### src/rtl/transmission_estimator.sv
// ---------------------------------------------------------------------------
// transmission_estimator
//   Two-stage pipelined transmission-map stage for the dehazing datapath.
//   For every lane: t = max(1 - OMEGA*a, T0_MIN), all values unsigned
//   Q0.DATA_W, where a is the normalised dark-channel value.
//
//   Stage 1 : s = (OMEGA * a) >> DATA_W          (truncating)
//   Stage 2 : d = ONE - s ; t = (d <= T0_MIN) ? T0_MIN : d
//
// Ports
//   clk        : clock, rising edge
//   rst_n      : asynchronous active-low reset
//   in_valid   : input beat valid
//   in_ready   : block can accept an input beat (combinational from out_ready)
//   in_a       : LANES x DATA_W normalised dark values, lane k at [k*DATA_W +: DATA_W]
//   in_last    : last beat of frame
//   out_valid  : output beat valid
//   out_ready  : downstream accepts the beat
//   out_t      : LANES x DATA_W transmission values, same packing as in_a
//   out_last   : in_last travelling with its beat
//
// Optional feature (macro TRANS_CLAMP_STATS_EN)
//   clamp_count       : saturating count of clamped lanes over the last frame
//   clamp_count_valid : one-cycle pulse when clamp_count is updated
// ---------------------------------------------------------------------------
module transmission_estimator #(
   parameter int DATA_W = 16,
   parameter int LANES  = 1,
   parameter int OMEGA  = 62259,
   parameter int T0_MIN = 16384
) (
   input  logic                    clk,
   input  logic                    rst_n,
   input  logic                    in_valid,
   output logic                    in_ready,
   input  logic [LANES*DATA_W-1:0] in_a,
   input  logic                    in_last,
   output logic                    out_valid,
   input  logic                    out_ready,
   output logic [LANES*DATA_W-1:0] out_t,
   output logic                    out_last
`ifdef TRANS_CLAMP_STATS_EN
   ,
   output logic [31:0]             clamp_count,
   output logic                    clamp_count_valid
`endif
);

   localparam logic [DATA_W-1:0] OMEGA_Q = DATA_W'(OMEGA);
   localparam logic [DATA_W-1:0] T0_Q    = DATA_W'(T0_MIN);
   localparam logic [DATA_W-1:0] ONE     = '1;

   logic                    s1_valid;
   logic                    s1_last;
   logic [LANES*DATA_W-1:0] s1_s;
   logic [LANES*DATA_W-1:0] s_next;
   logic [LANES*DATA_W-1:0] t_next;
   logic [LANES-1:0]        clamp_next;
   logic                    s1_load;
   logic                    s2_load;

   // Each stage loads when it is empty or its contents move on this edge,
   // so bubbles never block and in_ready only falls with both stages full.
   assign s2_load  = !out_valid || out_ready;
   assign s1_load  = !s1_valid || s2_load;
   assign in_ready = s1_load;

   for (genvar gi = 0; gi < LANES; gi++) begin : g_lane
      logic [2*DATA_W-1:0] prod;
      logic [DATA_W-1:0]   d;

      assign prod = {{DATA_W{1'b0}}, OMEGA_Q} * {{DATA_W{1'b0}}, in_a[gi*DATA_W +: DATA_W]};
      assign s_next[gi*DATA_W +: DATA_W] = prod[2*DATA_W-1 -: DATA_W];

      // s <= ONE always, so the subtraction cannot wrap.
      assign d = ONE - s1_s[gi*DATA_W +: DATA_W];
      assign clamp_next[gi] = (d <= T0_Q);
      assign t_next[gi*DATA_W +: DATA_W] = clamp_next[gi] ? T0_Q : d;
   end

   always_ff @(posedge clk or negedge rst_n) begin
      if (!rst_n) begin
         s1_valid  <= 1'b0;
         s1_last   <= 1'b0;
         s1_s      <= '0;
         out_valid <= 1'b0;
         out_last  <= 1'b0;
         out_t     <= '0;
      end else begin
         if (s1_load) begin
            s1_valid <= in_valid;
            if (in_valid) begin
               s1_s    <= s_next;
               s1_last <= in_last;
            end
         end
         if (s2_load) begin
            out_valid <= s1_valid;
            if (s1_valid) begin
               out_t    <= t_next;
               out_last <= s1_last;
            end
         end
      end
   end

`ifdef TRANS_CLAMP_STATS_EN
   logic [LANES-1:0] out_clamp;
   logic [31:0]      frame_count;
   logic [31:0]      beat_clamps;
   logic [32:0]      sum;
   logic [31:0]      total;

   always_comb begin
      beat_clamps = '0;
      for (int i = 0; i < LANES; i++) begin
         beat_clamps = beat_clamps + 32'(out_clamp[i]);
      end
      sum   = {1'b0, frame_count} + {1'b0, beat_clamps};
      total = sum[32] ? 32'hFFFF_FFFF : sum[31:0];
   end

   // out_clamp travels with out_t so the count reflects the beat actually
   // transferred downstream.
   always_ff @(posedge clk or negedge rst_n) begin
      if (!rst_n) begin
         out_clamp         <= '0;
         frame_count       <= '0;
         clamp_count       <= '0;
         clamp_count_valid <= 1'b0;
      end else begin
         clamp_count_valid <= 1'b0;
         if (s2_load && s1_valid) begin
            out_clamp <= clamp_next;
         end
         if (out_valid && out_ready) begin
            if (out_last) begin
               clamp_count       <= total;
               clamp_count_valid <= 1'b1;
               frame_count       <= '0;
            end else begin
               frame_count <= total;
            end
         end
      end
   end
`endif

endmodule

### config.mk
export PLATFORM = sky130hd
export DESIGN_NAME = transmission_estimator
export DESIGN_NICKNAME = d
export VERILOG_FILES = /design/src/rtl/transmission_estimator.sv
export SDC_FILE = /design/constraint.sdc
export NUM_CORES = 1
export LEC_CHECK = 0
export BUFFER_PORTS_ARGS = -buffer_cell sky130_fd_sc_hd__buf_2
export CAP_MARGIN = 20
export CORE_AREA = 2 2 123 125
export DETAILED_ROUTE_END_ITERATION = 6
export DIE_AREA = 0 0 125 127
export PLACE_DENSITY = 0.55
export SYNTH_ARGS = -nofsm -noshare
export SYNTH_HDL_FRONTEND = slang
export SYNTH_SLANG_ARGS = --single-unit
export TNS_END_PERCENT = 10
### constraint.sdc
create_clock -name clk -period 1.65 [get_ports clk]
set_clock_uncertainty 0.05 [all_clocks]
set_input_delay 0.33 -clock clk [delete_from_list [all_inputs] [get_ports clk]]
set_output_delay 0.33 -clock clk [all_outputs]
set_load 0.02 [all_outputs]
==> results of run 1 <==
==> critical path: cells and delay by family <==
| family | cells | cell delay [ns] |
|---|---|---|
| adder cells (fa/ha/maj) | 7 | 3.16 |
| AO/OA/AOI/OAI | 5 | 0.86 |
| AND/OR/NAND/NOR | 3 | 0.46 |
| buffers and inverters | 5 | 0.33 |
==> per-stage QoR <==
step / setup TNS (ns) / setup slack (ns) / hold slack, ns
CTS: -51.94 / -3.42 / 0.203
finish: -51.01 / -3.35 / 0.201
global placement: -58.67 / -3.83 / 0.223
detailed placement: -59.51 / -3.85 / 0.236
global route: -54.46 / -3.56 / 0.220
floorplan: -52.62 / -3.45 / -0.0156
==> sequential cells by signal (all words and copies together), names as in the netlist <==
name       count
out_valid      1
s1_valid       1
s1_s          16
out_t         16
s1_last        1
out_last       1
==> worst min-delay path by stage <==
stage	from	endpoint	slack, ns	cells after the start
final	in_last	s1_last$_DFFE_PN0P_	0.20	3
after global routing	in_last	s1_last$_DFFE_PN0P_	0.22	3
after CTS	in_last	s1_last$_DFFE_PN0P_	0.20	3
after detailed placement	rst_n	out_t[5]$_DFFE_PN0P_	0.24	1
after global placement	rst_n	out_t[1]$_DFFE_PN0P_	0.22	1
after floorplan	rst_n	out_last$_DFFE_PN0P_	-0.02	0
==> final cells by class <==
cell class,count,area share
timing repair buffer,185,0.167
multi-input combinational,442,0.605
sequential,36,0.112
clock buffer,5,0.0156
inverter,142,0.0665
clock inverter,3,0.00531
tap,184,0.0287
==> layer usage <==
layer,global-route usage,vias to the layer above
li1,-,2406
met1,0.231,2244
met2,0.337,58
met3,0.0138,11
met4,0.0275,0
met5,0,-
==> cells in the mapped netlist, drive strengths merged, types with 3 or more instances <==
| library cell | instances | area, um2 |
|---|---|---|
| nor2b | 3 | 18.8 |
| a211oi | 6 | 50.1 |
| clkbuf | 8 | 30.0 |
| nand2 | 55 | 206 |
| xor2 | 11 | 96.3 |
| or2 | 3 | 18.8 |
| and2 | 5 | 31.3 |
| ha | 122 | 1530 |
| inv | 142 | 533 |
| nor4 | 4 | 25.0 |
| nor3 | 5 | 25.0 |
| o22ai | 3 | 18.8 |
| a21oi | 20 | 111 |
| o21ai | 39 | 195 |
| xnor2 | 10 | 87.6 |
| o31ai | 5 | 47.5 |
| a21o | 17 | 128 |
| nand3 | 4 | 20.0 |
| fa | 75 | 1500 |
| nor2 | 17 | 63.8 |
| a31oi | 3 | 40.0 |
| dfrtp | 36 | 901 |
| nand4 | 7 | 43.8 |
| nand2b | 4 | 25.0 |
==> cells by family (layout without fill, tap and decap cells) <==
| group | Yosys count | in the layout | share of synthesized area |
|---|---|---|---|
| adder cells (fa/ha/maj) | 197 | 197 | 0.509 |
| buffers and inverters | 150 | 335 | 0.0946 |
| AND/OR/NAND/NOR | 115 | 115 | 0.0918 |
| AO/OA/AOI/OAI | 106 | 106 | 0.117 |
| flip-flops | 36 | 36 | 0.151 |
| XOR/XNOR | 21 | 21 | 0.0309 |
| multiplexers | 3 | 3 | 0.00525 |
==> timing repair <==
action                                  CTS  global route
hold buffers                              1             0
setup buffers                             1             0
endpoints found under the hold margin    17             0
endpoints found under the setup margin   16            16
gates resized for setup                  35            23
pin swaps                                21            12
==> results.md, run 1 <==
- Status: finished with violations
- Failing checks: negative setup slack
- Synth Instances: 628
- Final design utilization: 0.556
- Antenna violations before repair: 0
- Worst R2R End: out_t[1]$_DFFE_PN0P_
- GP Congestion: 0.867
- Initial core utilization: 0.413
- Pin count of the biggest net entering global routing: 26
- Crit path kind: input pin to flip-flop
- Worst Path Arrival: 5.14 ns
- Die area: around 0.016 mm2
- Die width: 125 um
- Total gr overflow: 0
- Drt total wl: 13.4 mm
- Via Count: 4719
- TritonCTS Buffers: 5
- Met2 wire length: 6.72 mm
- Antenna Nets Post-Route: 0
- First-pass GRT wire length: approximately 24 mm
- Slew Limit Fails: 0
- Initial drt markers: 99
- Routed len/inst: ~13 um
- Port Buffers: 39
- Cell variety after synth: 47
- Critical Path Slowest Stage Cell: fa_1
- Area after DPL: roughly 0.0075 mm2
- Syn Area/Cell: ~9.5 um2
- Layout area overhead: 34.7%
- Slew @ Worst Pin: 0.416 ns
- Clock Root Buffer: clkbuf_16
- DRT Pass-1 Iters: 4
- Critical Path End Type: flip-flop
- Final setup vio count: 16
- CTS tree: done
- Die H: 127 um
- Final WS setup: -3.35 ns
- Tmin final: 5.00 ns
- Most used cell along the critical path: fa_1
- Clock sinks: 36
- Fin. Hold Viols: 0
- Post-Syn Nets: 846
- N_diodes: 0
- Wire length on met3: 277 um
- Worst path cell trace: buf_2 -> inv_2 -> fa_2 -> fa_1 -> inv_1 -> fa_1 -> inv_1 -> fa_1 -> fa_1 -> fa_1 -> inv_2 -> ha_4 -> a21o_1 -> a21oi_2 -> nor2b_1 -> or3_4 -> a21oi_4 -> nor4_2 -> o31a_1 -> o31ai_2
- Share of cells above drive strength 1: 0.323
- Floorplan core area: between 0.01 and 0.015 mm2
- Hold crit path type: input pin to flip-flop
- CP Max Fanout: 3
- Final Cycle Share: 3.03
- #FFs+latches synth: 36
- R2R depth: 4
- FILL cells: 1299
- DRC viols: 0
- Worst Setup EP: s1_s[13]$_DFFE_PN0P_
- RSZ-0062 raised after global routing: yes
- Req. time, crit path: 1.79 ns
- Worst-path clk slew: 0.05 ns
- Finished Layout Cells: 997
- Crit path launch: in_a[4]
- Register area share after synthesis: 0.151
- Commonest cells after routing, fill and taps aside: buf_4 (144), inv_1 (133), ha_1 (105)
- Routed length on met1: 6.25 mm
- GRT Total Usage: 0.179
- Number of I/O pins: 40
- Commonest non-fill, non-tap cell in the layout: buf_4
- Top Layer Used: met4
- Vias per cell: 4.73
- Async S/R FF share, synth: 1.00
- Num rows: 44
- Seq. cell area: 901 um2
- Vias in the first global route: 5225
- Area of the multi-input gates: 0.00485 mm2
- DP Wirelength: 12.2 mm
- Worst r2r src: s1_s[14]$_DFFE_PN0P_
- Worst-skew pair later-pin latency: 0.28 ns
- H-tree levels: 2
- R2R Setup Slk: 0.20 ns
- Post-synth EDFFs: 0
- Design area: 0.00802 mm2
- Syn. warnings: 0
- Max-cap violation count: 0
- Top_reg_cell synth: dfrtp_1
- DP Cell Count: 987
- Synthesized cell area: 0.00595 mm2
- Achievable frequency: between 0.2 and 0.25 GHz
- Max-slew headroom: 0.723
- Worst setup SP type: input pin
- Worst path max stage delay: 0.54 ns
- Final net count: ~1000
- Clock buffer depth: 2
Power of run 1 is not shown: default switching activity piles up to over one toggle a cycle in this logic, so the estimate is an artifact.
==> run 2: changes to the inputs <==
BUFFER_PORTS_ARGS = -buffer_cell sky130_fd_sc_hd__buf_4   (was -buffer_cell sky130_fd_sc_hd__buf_2)
==> run 2 against run 1 <==
  * The run still ends with negative setup slack left
  * Global-route usage is 0.16 points lower
  * Utilization is 0.56 points higher
  * Count of clock-buffer cells in the layout is 2 higher
  * Worst setup slack worse by 0.024 ns
  * Via count is 0.45% lower
  * Flip-flop and latch count stayed put
  * Cell count is 0.10% higher
  * Die area stayed put
  * Non-clock buffer count is 1 higher
  * Hold slack better by 0.011 ns
  * Critical path type unchanged
  * Critical endpoint unchanged
  * Highest routed layer unchanged
==> results.md, run 2 (same netlist as run 1, synthesis figures left out) <==
- Status: finished with violations
- Failing checks: negative setup slack
- Achievable frequency: 0.199 GHz
- CP delay by family, top: adder cells
- GRT busiest layer: met2
- Final Cycle Share: 3.04
- Hold crit path type: input pin to flip-flop
- Most used cell along the critical path: fa_1
- Antenna Nets Post-Route: 0
- GRT met3 Usage: 0.0113
- Drt total wl: 13.8 mm
- N_diodes: 0
- Vias in the first global route: between 5000 and 6000
- R2R Setup Slk: 0.27 ns
- Share of cells above drive strength 1: 0.328
- Worst Path Arrival: 5.12 ns
- Worst path max stage delay: approximately 0.54 ns
- R2R depth: 4
- Finished Layout Cells: 998
- Critical Path End Type: flip-flop
- Hold Startpoint: in_last
- Final net count: 1031
- Final design utilization: 0.562
- Worst setup SP type: input pin
- Num rows: 44
- Worst-skew pair later-pin latency: 0.27 ns
- Clock Root Buffer: clkbuf_16
- Commonest cells after routing, fill and taps aside: buf_4 (182), inv_1 (131), ha_1 (104)
- Tmin final: 5.02 ns
- Port Buffers: 39
- Placement Setup Slack: -3.86 ns
- Max-slew headroom: 0.708
- Initial core utilization: 0.413
- Final setup vio count: 16
- DP Cell Count: 986
- Max-cap violation count: 0
- Slew Limit Fails: 0
- Die width: 125 um
- Worst R2R End: out_t[1]$_DFFE_PN0P_
- Clock buffer depth: 2
- Worst-path clk slew: 0.05 ns
- GP Congestion: 0.838
- Final hold slack: about 0.21 ns
- DRC viols: 0
- Die H: 127 um
- Critical Path Slowest Stage Cell: fa_1
- Layout area overhead: 36.1%
- TritonCTS Buffers: 5
- Clock sinks: 36
- Via Count: 4698
- Hold Crit Endpoint: s1_last$_DFFE_PN0P_
- Slew @ Worst Pin: about 0.44 ns
- Routed len/inst: approximately 14 um
- Worst r2r src: out_valid$_DFFE_PN0P_
- Number of I/O pins: 40
- Vias per cell: ~4.7
- Total gr overflow: 0
- Fin. Hold Viols: 0
- Floorplan core area: 0.0144 mm2
- GR Util met1: 0.231
- Initial drt markers: 106
- H-tree levels: 2
- Commonest non-fill, non-tap cell in the layout: buf_4
- Req. time, crit path: 1.75 ns
- GRT met2 Usage: 0.335
- RSZ-0062 raised after global routing: yes
- Hold depth: 3
- DRT Pass-1 Iters: 4
- GRT Total Usage: 0.178
- Antenna violations before repair: 0
- Final WS setup: -3.37 ns
- Die area: between 0.015 and 0.02 mm2
- Worst path cell trace: buf_4 -> inv_2 -> fa_2 -> fa_1 -> inv_1 -> fa_1 -> inv_1 -> fa_1 -> fa_1 -> fa_1 -> inv_2 -> ha_4 -> a21o_1 -> a21oi_2 -> nor2b_1 -> or3_4 -> a21oi_4 -> nor4_2 -> nor4_2 -> o31ai_2
- DP Wirelength: 12.3 mm
- CP Max Fanout: 3
- CTS tree: done
- Largest registers: out_t (16), s1_s (16)
- First-pass GRT wire length: approximately 23 mm
- Worst path buffer plus inverter count: 5
- Pin count of the biggest net entering global routing: 37
- Crit path kind: input pin to flip-flop
[run 2: through the flow]
stage          setup TNS [ns]  cell area, um2
5_1_grt                -54.12            8100
3_5_place_dp           -58.98            7600
3_3_place_gp           -58.30            7600
4_1_cts                -51.99            7930
2_1_floorplan          -52.62            6020
6_report               -51.43            8100
[run 2: timing repair]
| action | in CTS | in global routing |
|---|---|---|
| pin swaps | 14 | 24 |
| endpoints found under the setup margin | 16 | 20 |
| hold buffers | 1 | 0 |
| endpoints found under the hold margin | 36 | 0 |
| gates resized for setup | 26 | 33 |
| setup buffers | 0 | 3 |
[run 2: layout make-up]
cell class | count | area (um2)
clock inverter | 1 | 7.51
multi-input combinational | 442 | 4860
timing repair buffer | 186 | 1430
fill | 1308 | 6320
inverter | 142 | 533
sequential | 36 | 901
tap | 184 | 230
clock buffer | 7 | 143
[run 2: how the worst max path moves through the flow]
stage | from | endpoint | cells past startpoint
2_1_floorplan | in_a[6] | s1_s[13]$_DFFE_PN0P_ | 18
4_1_cts | in_a[4] | s1_s[13]$_DFFE_PN0P_ | 20
3_3_place_gp | in_a[5] | s1_s[15]$_DFFE_PN0P_ | 20
3_5_place_dp | in_a[5] | s1_s[15]$_DFFE_PN0P_ | 20
6_report | in_a[4] | s1_s[13]$_DFFE_PN0P_ | 20
5_1_grt | in_a[2] | s1_s[13]$_DFFE_PN0P_ | 20
[run 2: tightest hold or removal path: cells and delay by family]
family / cells / cell delay, ns
buffers and inverters: 1 / 0.08
AND/OR/NAND/NOR: 2 / 0.09
[run 2: metal layers]
metal  share of wire  vias up
li1                -     2418
met1            0.46     2203
met2            0.51       67
met3           0.024       10
met4          0.0075        0
met5               0        -
Power of run 2 is left out for the same reason.
==> run 3: changes to the inputs <==
CTS_BUF_LIST = sky130_fd_sc_hd__clkbuf_16   (was not set)
==> run 3 against run 2 <==
  * The run still ends with negative setup slack left
  * Register-to-register slack is essentially flat
  * Worst setup slack is the same
  * First-iteration DRC count is the same
  * Wire length is the same
  * Non-clock buffer count is the same
  * Cell area shrank 0.12%
  * Count of clock-buffer cells in the layout shrank 2
  * Fmax is the same
  * Sequential share of layout area is essentially flat
  * Hold slack gained 0.00080 ns
  * Critical endpoint unchanged
  * Highest routed layer unchanged
==> results.md, run 3 (same netlist as run 1, synthesis figures left out) <==
- Status: finished with violations
- Failing checks: negative setup slack
- H-tree levels: 2
- Commonest cells after routing, fill and taps aside: buf_4 (182), inv_1 (132), ha_1 (104)
- Most used cell along the critical path: fa_1
- Port Buffers: 39
- First-pass GRT wire length: 23.4 mm
- Hold depth: 3
- Number of I/O pins: 40
- Achievable frequency: around 0.2 GHz
- Commonest non-fill, non-tap cell in the layout: buf_4
- RSZ-0062 raised after global routing: yes
- Pin count of the biggest net entering global routing: 37
- Final setup vio count: 16
- Clock Root Buffer: clkbuf_16
- Area of the multi-input gates: 0.00486 mm2
- Share of cells above drive strength 1: 0.327
- N_diodes: 0
- CTS tree: done
- Final net count: 1031
- Die area: 0.0159 mm2
- Placement Setup Slack: -3.86 ns
- Routed len/inst: 13.9 um
- Largest registers: out_t (16), s1_s (16)
- Clock sinks: 36
- Drt total wl: 13.8 mm
- Fin. Hold Viols: 0
- Antenna Nets Post-Route: 0
- Max-slew headroom: 0.708
- Area after DPL: 0.00760 mm2
- Critical Path Slowest Stage Cell: fa_1
- Clock buffer depth: 2
- Via Count: 4698
- Vias in the first global route: 5014
- Num rows: 44
- CP Max Fanout: 3
- Design area: approximately 0.0081 mm2
- DRT Pass-1 Iters: 4
- Worst Path Arrival: 5.12 ns
- DRC viols: 0
- Critical Path End Type: flip-flop
- Worst-skew pair later-pin latency: 0.27 ns
- Antenna violations before repair: 0
- GP Congestion: around 0.84
- Initial core utilization: 0.413
- FILL cells: 1309
- Worst setup SP type: input pin
- Seq. cell area: approximately 900 um2
- Final WS setup: -3.37 ns
- Crit path depth: 20
- Worst path buffer plus inverter count: 5
- Crit path kind: input pin to flip-flop
- Total gr overflow: 0
- R2R Setup Slk: 0.27 ns
- Layout area overhead: 35.9%
- Die H: approximately 130 um
- Req. time, crit path: 1.75 ns
- Slew Limit Fails: 0
- CP delay by family, top: adder cells
- Tmin final: 5.02 ns
- Hold crit path type: input pin to flip-flop
- Worst-path clk slew: 0.05 ns
- Final Cycle Share: 3.04
- Initial drt markers: about 110
- TritonCTS Buffers: 5
- Max-cap violation count: 0
- Floorplan core area: ~0.014 mm2
- GRT Total Usage: 0.178
- Worst path max stage delay: 0.54 ns
- R2R depth: 4
- Die width: ~130 um
- Vias per cell: 4.71
- Slew @ Worst Pin: ~0.44 ns
- Worst path cell trace: buf_4 -> inv_2 -> fa_2 -> fa_1 -> inv_1 -> fa_1 -> inv_1 -> fa_1 -> fa_1 -> fa_1 -> inv_2 -> ha_4 -> a21o_1 -> a21oi_2 -> nor2b_1 -> or3_4 -> a21oi_4 -> nor4_2 -> nor4_2 -> o31ai_2
- DP Wirelength: 12.3 mm
## run 3: per-layer routing
layer | track usage | wire [um] | up-vias | part of all wire
met2 | 0.335 | 7090 | 67 | 0.51
met5 | 0 | 0 | - | 0
met1 | 0.231 | 6310 | 2203 | 0.46
met4 | 0.0222 | 104 | 0 | 0.0075
li1 | - | - | 2418 | -
met3 | 0.0113 | 329 | 10 | 0.024
## run 3: final cells by class
type / count / area share
clock inverters: 3 / 0.00186
flip-flops and latches: 36 / 0.111
multi-input cells: 442 / 0.601
repair buffers: 186 / 0.176
well taps: 184 / 0.0285
clock buffers: 5 / 0.0155
inverters: 142 / 0.0659
## run 3: per-stage QoR
step	util	std cells	setup TNS, ns	hold slack (ns)
after detailed placement	0.527	986	-58.98	0.259
after floorplan	-	628	-52.62	-0.0156
after global placement	0.527	986	-58.30	0.251
after CTS	0.549	995	-51.99	0.211
after global routing	0.561	998	-54.12	0.229
final	0.561	998	-51.43	0.214
## run 3: worst reg2reg max path: stages (launching register included)
cell and delay, ns:
dfrtp_1 0.39, nand2b_1 0.10, nand2_1 0.12, a211o_2 0.42
o21ai_0 0.20
## run 3: worst paths after layout
check,from,end
min in group asynchronous,rst_n,out_t[2]$_DFFE_PN0P_
max in group asynchronous,rst_n,s1_s[14]$_DFFE_PN0P_
hold reg to reg,out_t[3]$_DFFE_PN0P_,out_t[3]$_DFFE_PN0P_
hold / removal,in_last,s1_last$_DFFE_PN0P_
setup / recovery,in_a[4],s1_s[13]$_DFFE_PN0P_
setup reg to reg,out_valid$_DFFE_PN0P_,out_t[1]$_DFFE_PN0P_
## run 3: what timing repair did
action,4_1_cts,5_1_grt
resized for setup,26,33
pin swaps,14,24
hold buffers,1,0
buffers inserted,0,3
endpoints found under the hold margin,36,0
endpoints found under the setup margin,16,20
Power of run 3 is left out for the same reason.
